## src/rtl/uart_tx_fifo_if.sv

```systemverilog
// Bundle between uart_tx_fifo and its producer/transmitter: write port,
// buffer status, and the launch/complete handshake to the serialiser.
interface uart_tx_fifo_if #(
    parameter int DBIT   = 8,
    parameter int ADDR_W = 4
);
    logic              wr_en;
    logic [DBIT-1:0]   wr_data;
    logic              full;
    logic              empty;
    logic [ADDR_W:0]   level;
    logic              tx_start;
    logic [DBIT-1:0]   tx_din;
    logic              tx_done_tick;
    logic              busy;
    logic              ovf;

    // Producer and transmitter side.
    modport master (
        output wr_en, wr_data, tx_done_tick,
        input  full, empty, level, tx_start, tx_din, busy, ovf
    );

    // Buffer side.
    modport slave (
        input  wr_en, wr_data, tx_done_tick,
        output full, empty, level, tx_start, tx_din, busy, ovf
    );
endinterface

```

## src/rtl/uart_tx_fifo.sv

```systemverilog
// Word buffer in front of a UART transmitter: queues producer words and launches
// them one at a time. Define UART_TX_FIFO_OVF_EN to build the sticky overflow flag.
module uart_tx_fifo #(
    parameter int DBIT   = 8,
    parameter int ADDR_W = 4
) (
    input  logic           clk,
    input  logic           reset,
    uart_tx_fifo_if.slave  bus
);
    localparam int              DEPTH    = 1 << ADDR_W;
    localparam logic [ADDR_W:0] LVL_FULL = (ADDR_W+1)'(DEPTH);

    typedef enum logic {
        S_IDLE,
        S_WAIT_DONE
    } state_t;

    logic [DBIT-1:0]   r_mem [DEPTH];
    logic [ADDR_W-1:0] r_wr_ptr;
    logic [ADDR_W-1:0] r_rd_ptr;
    logic [ADDR_W:0]   r_level;
    logic              r_tx_start;
    logic [DBIT-1:0]   r_tx_din;
    state_t            r_state;
    state_t            w_state_next;
    logic              w_full;
    logic              w_empty;
    logic              w_push;
    logic              w_pop;

    // Status comes from the registered count only, so a pop in this cycle never frees a slot early.
    assign w_full  = (r_level == LVL_FULL);
    assign w_empty = (r_level == '0);
    assign w_push  = bus.wr_en && !w_full;

    // NOTE: every variable driven here gets a default first so no latch is inferred.
    always_comb begin
        w_state_next = r_state;
        w_pop        = 1'b0;
        case (r_state)
            S_IDLE: begin
                if (!w_empty) begin
                    w_pop        = 1'b1;
                    w_state_next = S_WAIT_DONE;
                end
            end
            S_WAIT_DONE: begin
                if (bus.tx_done_tick) begin
                    w_state_next = S_IDLE;
                end
            end
            default: w_state_next = S_IDLE;
        endcase
    end

    // NOTE: storage array has no reset; the cleared pointers and level make old contents unreachable.
    always_ff @(posedge clk) begin
        if (!reset && w_push) begin
            r_mem[r_wr_ptr] <= bus.wr_data;
        end
    end

    always_ff @(posedge clk) begin
        if (reset) begin
            r_wr_ptr   <= '0;
            r_rd_ptr   <= '0;
            r_level    <= '0;
            r_tx_start <= 1'b0;
            r_tx_din   <= '0;
            r_state    <= S_IDLE;
        end else begin
            r_state    <= w_state_next;
            r_tx_start <= w_pop;
            if (w_push) begin
                r_wr_ptr <= r_wr_ptr + ADDR_W'(1);
            end
            if (w_pop) begin
                r_rd_ptr <= r_rd_ptr + ADDR_W'(1);
                r_tx_din <= r_mem[r_rd_ptr];
            end
            case ({w_push, w_pop})
                2'b10:   r_level <= r_level + (ADDR_W+1)'(1);
                2'b01:   r_level <= r_level - (ADDR_W+1)'(1);
                default: r_level <= r_level;
            endcase
        end
    end

`ifdef UART_TX_FIFO_OVF_EN
    logic r_ovf;

    always_ff @(posedge clk) begin
        if (reset) begin
            r_ovf <= 1'b0;
        end else if (bus.wr_en && w_full) begin
            r_ovf <= 1'b1;
        end
    end

    assign bus.ovf = r_ovf;
`else
    assign bus.ovf = 1'b0;
`endif

    assign bus.full     = w_full;
    assign bus.empty    = w_empty;
    assign bus.level    = r_level;
    assign bus.tx_start = r_tx_start;
    assign bus.tx_din   = r_tx_din;
    assign bus.busy     = !w_empty || (r_state != S_IDLE);

endmodule

```

## src/flat_wrapper.sv

```systemverilog
// flat-port wrapper written by rule: the top's interface ports become plain ports
module uart_tx_fifo_flat 
#(
    parameter int DBIT   = 8,
    parameter int ADDR_W = 4
)
  (clk, reset, bus_wr_en, bus_wr_data, bus_tx_done_tick, bus_full, bus_empty, bus_level, bus_tx_start, bus_tx_din, bus_busy, bus_ovf);
  uart_tx_fifo_if #(.DBIT(DBIT), .ADDR_W(ADDR_W)) bus_i ();
  input  logic clk;
  input  logic reset;
  input wire logic [$bits(bus_i.wr_en)-1:0] bus_wr_en;
  input wire logic [$bits(bus_i.wr_data)-1:0] bus_wr_data;
  input wire logic [$bits(bus_i.tx_done_tick)-1:0] bus_tx_done_tick;
  output wire logic [$bits(bus_i.full)-1:0] bus_full;
  output wire logic [$bits(bus_i.empty)-1:0] bus_empty;
  output wire logic [$bits(bus_i.level)-1:0] bus_level;
  output wire logic [$bits(bus_i.tx_start)-1:0] bus_tx_start;
  output wire logic [$bits(bus_i.tx_din)-1:0] bus_tx_din;
  output wire logic [$bits(bus_i.busy)-1:0] bus_busy;
  output wire logic [$bits(bus_i.ovf)-1:0] bus_ovf;
  assign bus_i.wr_en = bus_wr_en;
  assign bus_i.wr_data = bus_wr_data;
  assign bus_i.tx_done_tick = bus_tx_done_tick;
  assign bus_full = bus_i.full;
  assign bus_empty = bus_i.empty;
  assign bus_level = bus_i.level;
  assign bus_tx_start = bus_i.tx_start;
  assign bus_tx_din = bus_i.tx_din;
  assign bus_busy = bus_i.busy;
  assign bus_ovf = bus_i.ovf;
  uart_tx_fifo #(.DBIT(DBIT), .ADDR_W(ADDR_W)) u_core (.clk(clk), .reset(reset), .bus(bus_i));
endmodule
```

## config.mk

```make
export PLATFORM = sky130hd
export DESIGN_NAME = uart_tx_fifo_flat
export DESIGN_NICKNAME = d
export VERILOG_FILES = /design/src/rtl/uart_tx_fifo_if.sv /design/src/rtl/uart_tx_fifo.sv /design/src/flat_wrapper.sv
export SDC_FILE = /design/constraint.sdc
export NUM_CORES = 1
export LEC_CHECK = 0
export CAP_MARGIN = 30
export CORE_AREA = 2 2 127 129
export CTS_BUF_LIST = sky130_fd_sc_hd__clkbuf_2 sky130_fd_sc_hd__clkbuf_4 sky130_fd_sc_hd__clkbuf_8
export DETAILED_ROUTE_END_ITERATION = 8
export DIE_AREA = 0 0 129 131
export HOLD_SLACK_MARGIN = 0.15
export PLACE_DENSITY = 0.58
export SLEW_MARGIN = 20
export SYNTH_ARGS = -nofsm -noshare
export SYNTH_HDL_FRONTEND = slang
export SYNTH_SLANG_ARGS = --single-unit
```

## constraint.sdc

```tcl
create_clock -name clk -period 4.2 [get_ports clk]
set_input_delay 0.42 -clock clk [delete_from_list [all_inputs] [get_ports clk]]
set_output_delay 0.42 -clock clk [all_outputs]
set_load 0.1 [all_outputs]
```

* Word level (Yosys, flattened, before mapping)
Memory sizes are Yosys's and may differ from the RTL's. A register that Yosys moved wholly into a read port is not among the register bits. Cells that the tools add are included. W data, S select, Z words.
Word-level totals: bits in writable memories 128, logic and storage cells 29, output and inout port bits 18, memories 1, flip-flop bits (word level) 15
Cells by class: reductions and logical operators 8, add/subtract/negate cells 4, multiplexer cells 7, bitwise operators 1, equality and inequality tests 3
Memory list:
- u_core.r_mem | words 16, width 8, read ports 1, clocked after memory_dff 1, wr ports 1, line uart_tx_fifo.sv:19 | logic [DBIT-1:0] r_mem [DEPTH];
Operators with widths (count):
- $pmux W5 S2 | 1
- $add A4 B1 Y4 const B | 2
- $add A5 B1 Y5 const B | 1
- $eq A5 B5 Y1 const B | 1
- $logic_not A5 Y1 | 1
- $mux W1 | 5
- $sub A5 B1 Y5 const B | 1
- $logic_not A1 Y1 | 3
- $eq A2 B1 Y1 const B | 1
- $eq A2 B2 Y1 const B | 1
- $logic_and A1 B1 Y1 | 2
- $pmux W1 S2 | 1
- $reduce_bool A2 Y1 | 1
- $logic_or A1 B1 Y1 | 1
- $not A1 Y1 | 1

* Longest topological paths before layout
depth in word-level cells 6, mapped depth 13, depth with buffers taken out 12

* Least setup slack after synthesis
OpenSTA, ideal clock, no wires.
path type flip-flop to flip-flop, from register u_core.r_level[1] (netlist: u_core.bus.level[1]), to register u_core.r_level[4] (netlist: u_core.bus.level[4]), stages on the path, launching flop included 14, arrival 3.776 ns, data required time 4.133 ns, path buffers 1, setup slack 0.357 ns, library setup time 0.067 ns, path through dfxtp_1 -> buf_6 -> or4_4 -> nor2_4 -> or2_4 -> inv_4 -> ha_1 -> xor2_1 -> ha_1 -> inv_1 -> o32ai_1 -> a211o_1 -> or4_1 -> nand4_1
Between the ends: word-level cells in the longest chain between the ends 5, elaborated cells on any way between the ends 12, those cells by class 2 x add/sub; 3 x eq/ne; 3 x mux; 4 x reduce/logical
RTL lines:
- start: declaration | line uart_tx_fifo.sv:22 | logic [ADDR_W:0] r_level;
- start signal: assignment | line uart_tx_fifo.sv:83 | 2'b10: r_level <= r_level + (ADDR_W+1)'(1);
- start signal: assignment | line uart_tx_fifo.sv:84 | 2'b01: r_level <= r_level - (ADDR_W+1)'(1);
- start signal: assignment | line uart_tx_fifo.sv:85 | default: r_level <= r_level;
- $logic_not A5 Y1 (*) | line uart_tx_fifo.sv:34 | assign w_empty = (r_level == '0);
- via bus_empty | line flat_wrapper.sv:15 | output wire logic [$bits(bus_i.empty)-1:0] bus_empty;
- $mux W1 (*) | line uart_tx_fifo.sv:43 | if (!w_empty) begin
- $mux W1 (*) | line uart_tx_fifo.sv:41 | case (r_state)
- via u_core.w_pop | line uart_tx_fifo.sv:30 | logic w_pop;
- $eq A2 B1 Y1 or $eq A2 B2 Y1 (tied branches) | line uart_tx_fifo.sv:82 | case ({w_push, w_pop})
- $pmux W5 S2 or $reduce_bool A2 Y1 (tied branches)
Mark *: on every way through the listed nets, which the timed path passes. The rest lies on a longest branch. A chain may end at the register's enable or synchronous reset.

* Final worst setup path
from register u_core.r_level[0] (netlist: u_core.bus.level[0]), to output bus_busy
Between the ends: word-level cells in the longest chain between the ends 3
RTL lines:
- $logic_not A5 Y1 | line uart_tx_fifo.sv:34
- $logic_not A1 Y1
- $logic_or A1 B1 Y1 | line uart_tx_fifo.sv:111 | assign bus.busy = !w_empty || (r_state != S_IDLE);
- end: declaration | line flat_wrapper.sv:19 | output wire logic [$bits(bus_i.busy)-1:0] bus_busy;
No other way between the ends.

==> key figures <==
Status
  – Run status: finished, final reports clean

Synthesis
  – Post-Synthesis Net Count: ~360
  – Post-synthesis average cell area: about 18 um^2
  – Top cells by count, synth: sky130_fd_sc_hd__edfxtp_1 (128), sky130_fd_sc_hd__mux4_2 (32), sky130_fd_sc_hd__nor2_1 (31)
  – Number of flops mapped to enable cells by yosys: 128
  – Dominant cells by area after synthesis: sky130_fd_sc_hd__edfxtp_1 (63%), sky130_fd_sc_hd__mux4_2 (12%), sky130_fd_sc_hd__dfxtp_1 (7.5%), sky130_fd_sc_hd__mux2i_1 (2.8%), sky130_fd_sc_hd__o221ai_2 (2.0%)
  – Cell taking the most area after synthesis: sky130_fd_sc_hd__edfxtp_1
  – Most used standard cell by instance count after synthesis: sky130_fd_sc_hd__edfxtp_1
  – Post-synthesis sequential area ratio: 0.700
  – Mapped Cells: 344
  – Yosys synthesis warning count: 0
  – Register bit total from synthesis: between 150 and 200
  – Area of the mapped netlist: 0.00615 mm^2
  – Area share of the largest cell type after synthesis: 0.625
  – Synth cell types: 44
  – Async set-reset flop share out of synthesis: 0
  – Ys flop type: sky130_fd_sc_hd__edfxtp_1

Clocking
  – CTS clk-pin slew, worst paths: ~0.080 ns
  – Buffer depth of the longest clock path: 2
  – Clock root buffer master: sky130_fd_sc_hd__clkbuf_8
  – Source-to-sink clock delay at the later pin of the worst-skew pair: 0.44 ns
  – Setup Buffers After CTS: 0
  – PostCTS Resize Cnt: 0
  – Maximum level of the CTS H-tree: 4
  – CTS tree: yes
  – Total CTS buffers: 17
  – # clock sinks: between 150 and 200
  – Post-CTS Hold Fix Bufs: 0

Timing
  – Relative slew slack: 0.347
  – Final number of setup-violating endpoints: 0
  – Setup clock skew after layout: between 0.01 and 0.015 ns
  – Measured slew at the worst slew-check pin: just under 1 ns
  – Hold Worst Slack: 0.545 ns
  – Top achievable clock speed: 318 MHz
  – Slew Limit Fails: 0
  – Minimum clock period: 3.15 ns
  – Setup TNS: 0 ns
  – Setup repair after global routing missed its margin: no
  – Final hold violations: 0
  – Period utilization: 0.749

Drt
  – Detail-routed via count per cell: slightly above 5
  – Drt wl/cell: 19.5 um
  – Antenna-violating nets left: 0
  – DRC marker count from the first detailed-route iteration: between 200 and 250
  – Number of remaining DRC errors: 0
  – Detailed-router iteration count before antenna repair: 5
  – Total wirelength of the detailed-routed design: around 12 mm
  – Count of vias placed by the detailed router: 3117

Final layout
  – Antenna Cells: 0
  – Net count, final: 396
  – Area growth from synthesis to layout: 14.2%
  – Proportion of layout cells with a drive suffix above 1: 0.226

Die
  – Row cnt: 46
  – Starting Density: 0.394
  – Horizontal die dimension: 129 um
  – Height of the die: 131 um
  – Core ar.: 0.0156 mm^2
  – Num ports: 30
  – Die area: between 0.015 and 0.02 mm^2

Critical path
  – Cell with the biggest individual delay on the critical path: sky130_fd_sc_hd__clkdlybuf4s50_1
  – CP Class: flop to output port
  – Crit path buffers/inverters: 1
  – Largest driver fanout on the critical path: 6
  – WP data arrival: between 2 and 3 ns
  – Crit path max-delay family: buffers and inverters
  – Crit end category: output port
  – Critical path cell sequence: or4_4, or3_1, clkdlybuf4s50_1
  – Worst Path Required: 3.78 ns
  – Max incr delay on CP: a little under 1 ns
  – Startpoint type of the worst setup path: flop

Job
  – Max Cap Viol: 0

GRT
  – Global Route Usage Sum: 0.151
  – Number of global-route vias before repair: 3143
  – Maximum number of pins on one net before global-route repair: 35
  – Initial antenna violation count: 0
  – First-pass GRT wire length: ~18 mm
  – Total grt overflow: 0

Pwr
  – Leakage: 2.20 nW
  – Worst supply voltage drop on vdd: 0.458 mV
  – Pwr dens: ~630 mW/mm^2

Hold path
  – Worst Hold Class: flop to flop

Placed design
  – Port buffer count: 28
  – Weighted congestion at the end of routability-driven global placement: roughly 0.81
  – Dpl hpwl: 7.34 mm
==> registers in the layout, indices dropped and copies added, names as in the netlist <==
name / cells
u_core.bus.level: 5
u_core.r_wr_ptr: 4
u_core.r_rd_ptr: 4
u_core.bus.tx_din: 8
u_core.r_state: 1
u_core.r_mem: 128
u_core.bus.tx_start: 1
==> final cells by class <==
cell class                      instances  area (um^2)
Sequential cell                       151         4310
Fill cell                            1347         8570
Tap cell                              216          270
Clock inverter                         12          151
Timing Repair Buffer                   33          318
Clock buffer                           20          256
Inverter                                9         36.3
Multi-Input combinational cell        164         1690
==> final timing paths <==
path / from / end / slack (ns) / depth (start not counted)
setup reg to reg: u_core.bus.level[0] / u_core.bus.level[4] / 1.13 / 12
setup / recovery: u_core.bus.level[0] / bus_busy / 1.05 / 3
hold / removal: u_core.bus.tx_din[7] / u_core.bus.tx_din[7] / 0.54 / 2
hold reg to reg: u_core.bus.tx_din[7] / u_core.bus.tx_din[7] / 0.54 / 2
==> routing by layer <==
metal	wire length [um]	GRT usage
met1	5250	0.192
met2	5840	0.249
met3	550	0.0419
met4	167	0.0550
met5	0	0
==> layout by cell type (no fill, tap or decap), types with 2 or more instances in the layout <==
| master | n |
|---|---|
| sky130_fd_sc_hd__mux2i_1 | 17 |
| sky130_fd_sc_hd__mux4_2 | 32 |
| sky130_fd_sc_hd__edfxtp_1 | 128 |
| sky130_fd_sc_hd__ha_1 | 8 |
| sky130_fd_sc_hd__o32ai_1 | 2 |
| sky130_fd_sc_hd__clkinv_4 | 2 |
| sky130_fd_sc_hd__nor3b_1 | 2 |
| sky130_fd_sc_hd__nand3_1 | 10 |
| sky130_fd_sc_hd__nand2_1 | 10 |
| sky130_fd_sc_hd__clkbuf_8 | 17 |
| sky130_fd_sc_hd__clkdlybuf4s50_1 | 28 |
| sky130_fd_sc_hd__nor4_1 | 2 |
| sky130_fd_sc_hd__inv_1 | 8 |
| sky130_fd_sc_hd__xor2_1 | 6 |
| sky130_fd_sc_hd__nand4_1 | 2 |
| sky130_fd_sc_hd__and3_1 | 2 |
| sky130_fd_sc_hd__dfxtp_1 | 22 |
| sky130_fd_sc_hd__or3_1 | 5 |
| sky130_fd_sc_hd__xnor2_1 | 3 |
| sky130_fd_sc_hd__o221ai_2 | 8 |
| sky130_fd_sc_hd__a21oi_1 | 4 |
| sky130_fd_sc_hd__bufinv_16 | 3 |
| sky130_fd_sc_hd__clkbuf_4 | 3 |
| sky130_fd_sc_hd__clkinvlp_4 | 2 |
| sky130_fd_sc_hd__buf_4 | 5 |
| sky130_fd_sc_hd__nor2_1 | 31 |
| sky130_fd_sc_hd__clkinv_2 | 4 |
| sky130_fd_sc_hd__o21ai_0 | 2 |
==> power by group <==
part	internal (W)	leakage (nW)	total [W]	switching (W)
registers	0.00172	1.34	0.00184	0.000122
logic	0.000482	0.654	0.00142	0.000942
clock network	0.000606	0.207	0.00113	0.000527
==> per-stage QoR <==
stage / cells / util / power [W] / instance area, um^2 / setup slack (ns)
final: 605 / 0.450 / 0.00440 / 7020 / 1.05
after floorplan: 344 / - / 0.00301 / 6150 / 0.357
after global placement: 573 / 0.424 / 0.00329 / 6620 / 1.18
after detailed placement: 573 / 0.424 / 0.00331 / 6620 / 1.15
after CTS: 605 / 0.450 / 0.00444 / 7020 / 1.01
after global routing: 605 / 0.450 / 0.00459 / 7020 / 0.954
==> kinds of logic after synthesis <==
family                   Yosys count  synth area share
multiplexers                      49             0.145
buffers and inverters             29            0.0256
XOR/XNOR                           9            0.0128
AO/OA/AOI/OAI                     22            0.0356
other                              1          0.000610
AND/OR/NAND/NOR                   75            0.0639
adder cells (fa/ha/maj)            8            0.0163
flip-flops                       151             0.700
==> worst min-delay path: cells and delay by family, from the launching register on <==
| kind | cells | cell delay (ns) |
|---|---|---|
| simple gates | 1 | 0.08 |
| compound gates | 1 | 0.08 |
| flops | 1 | 0.33 |
(Power assumes the default switching activity.)
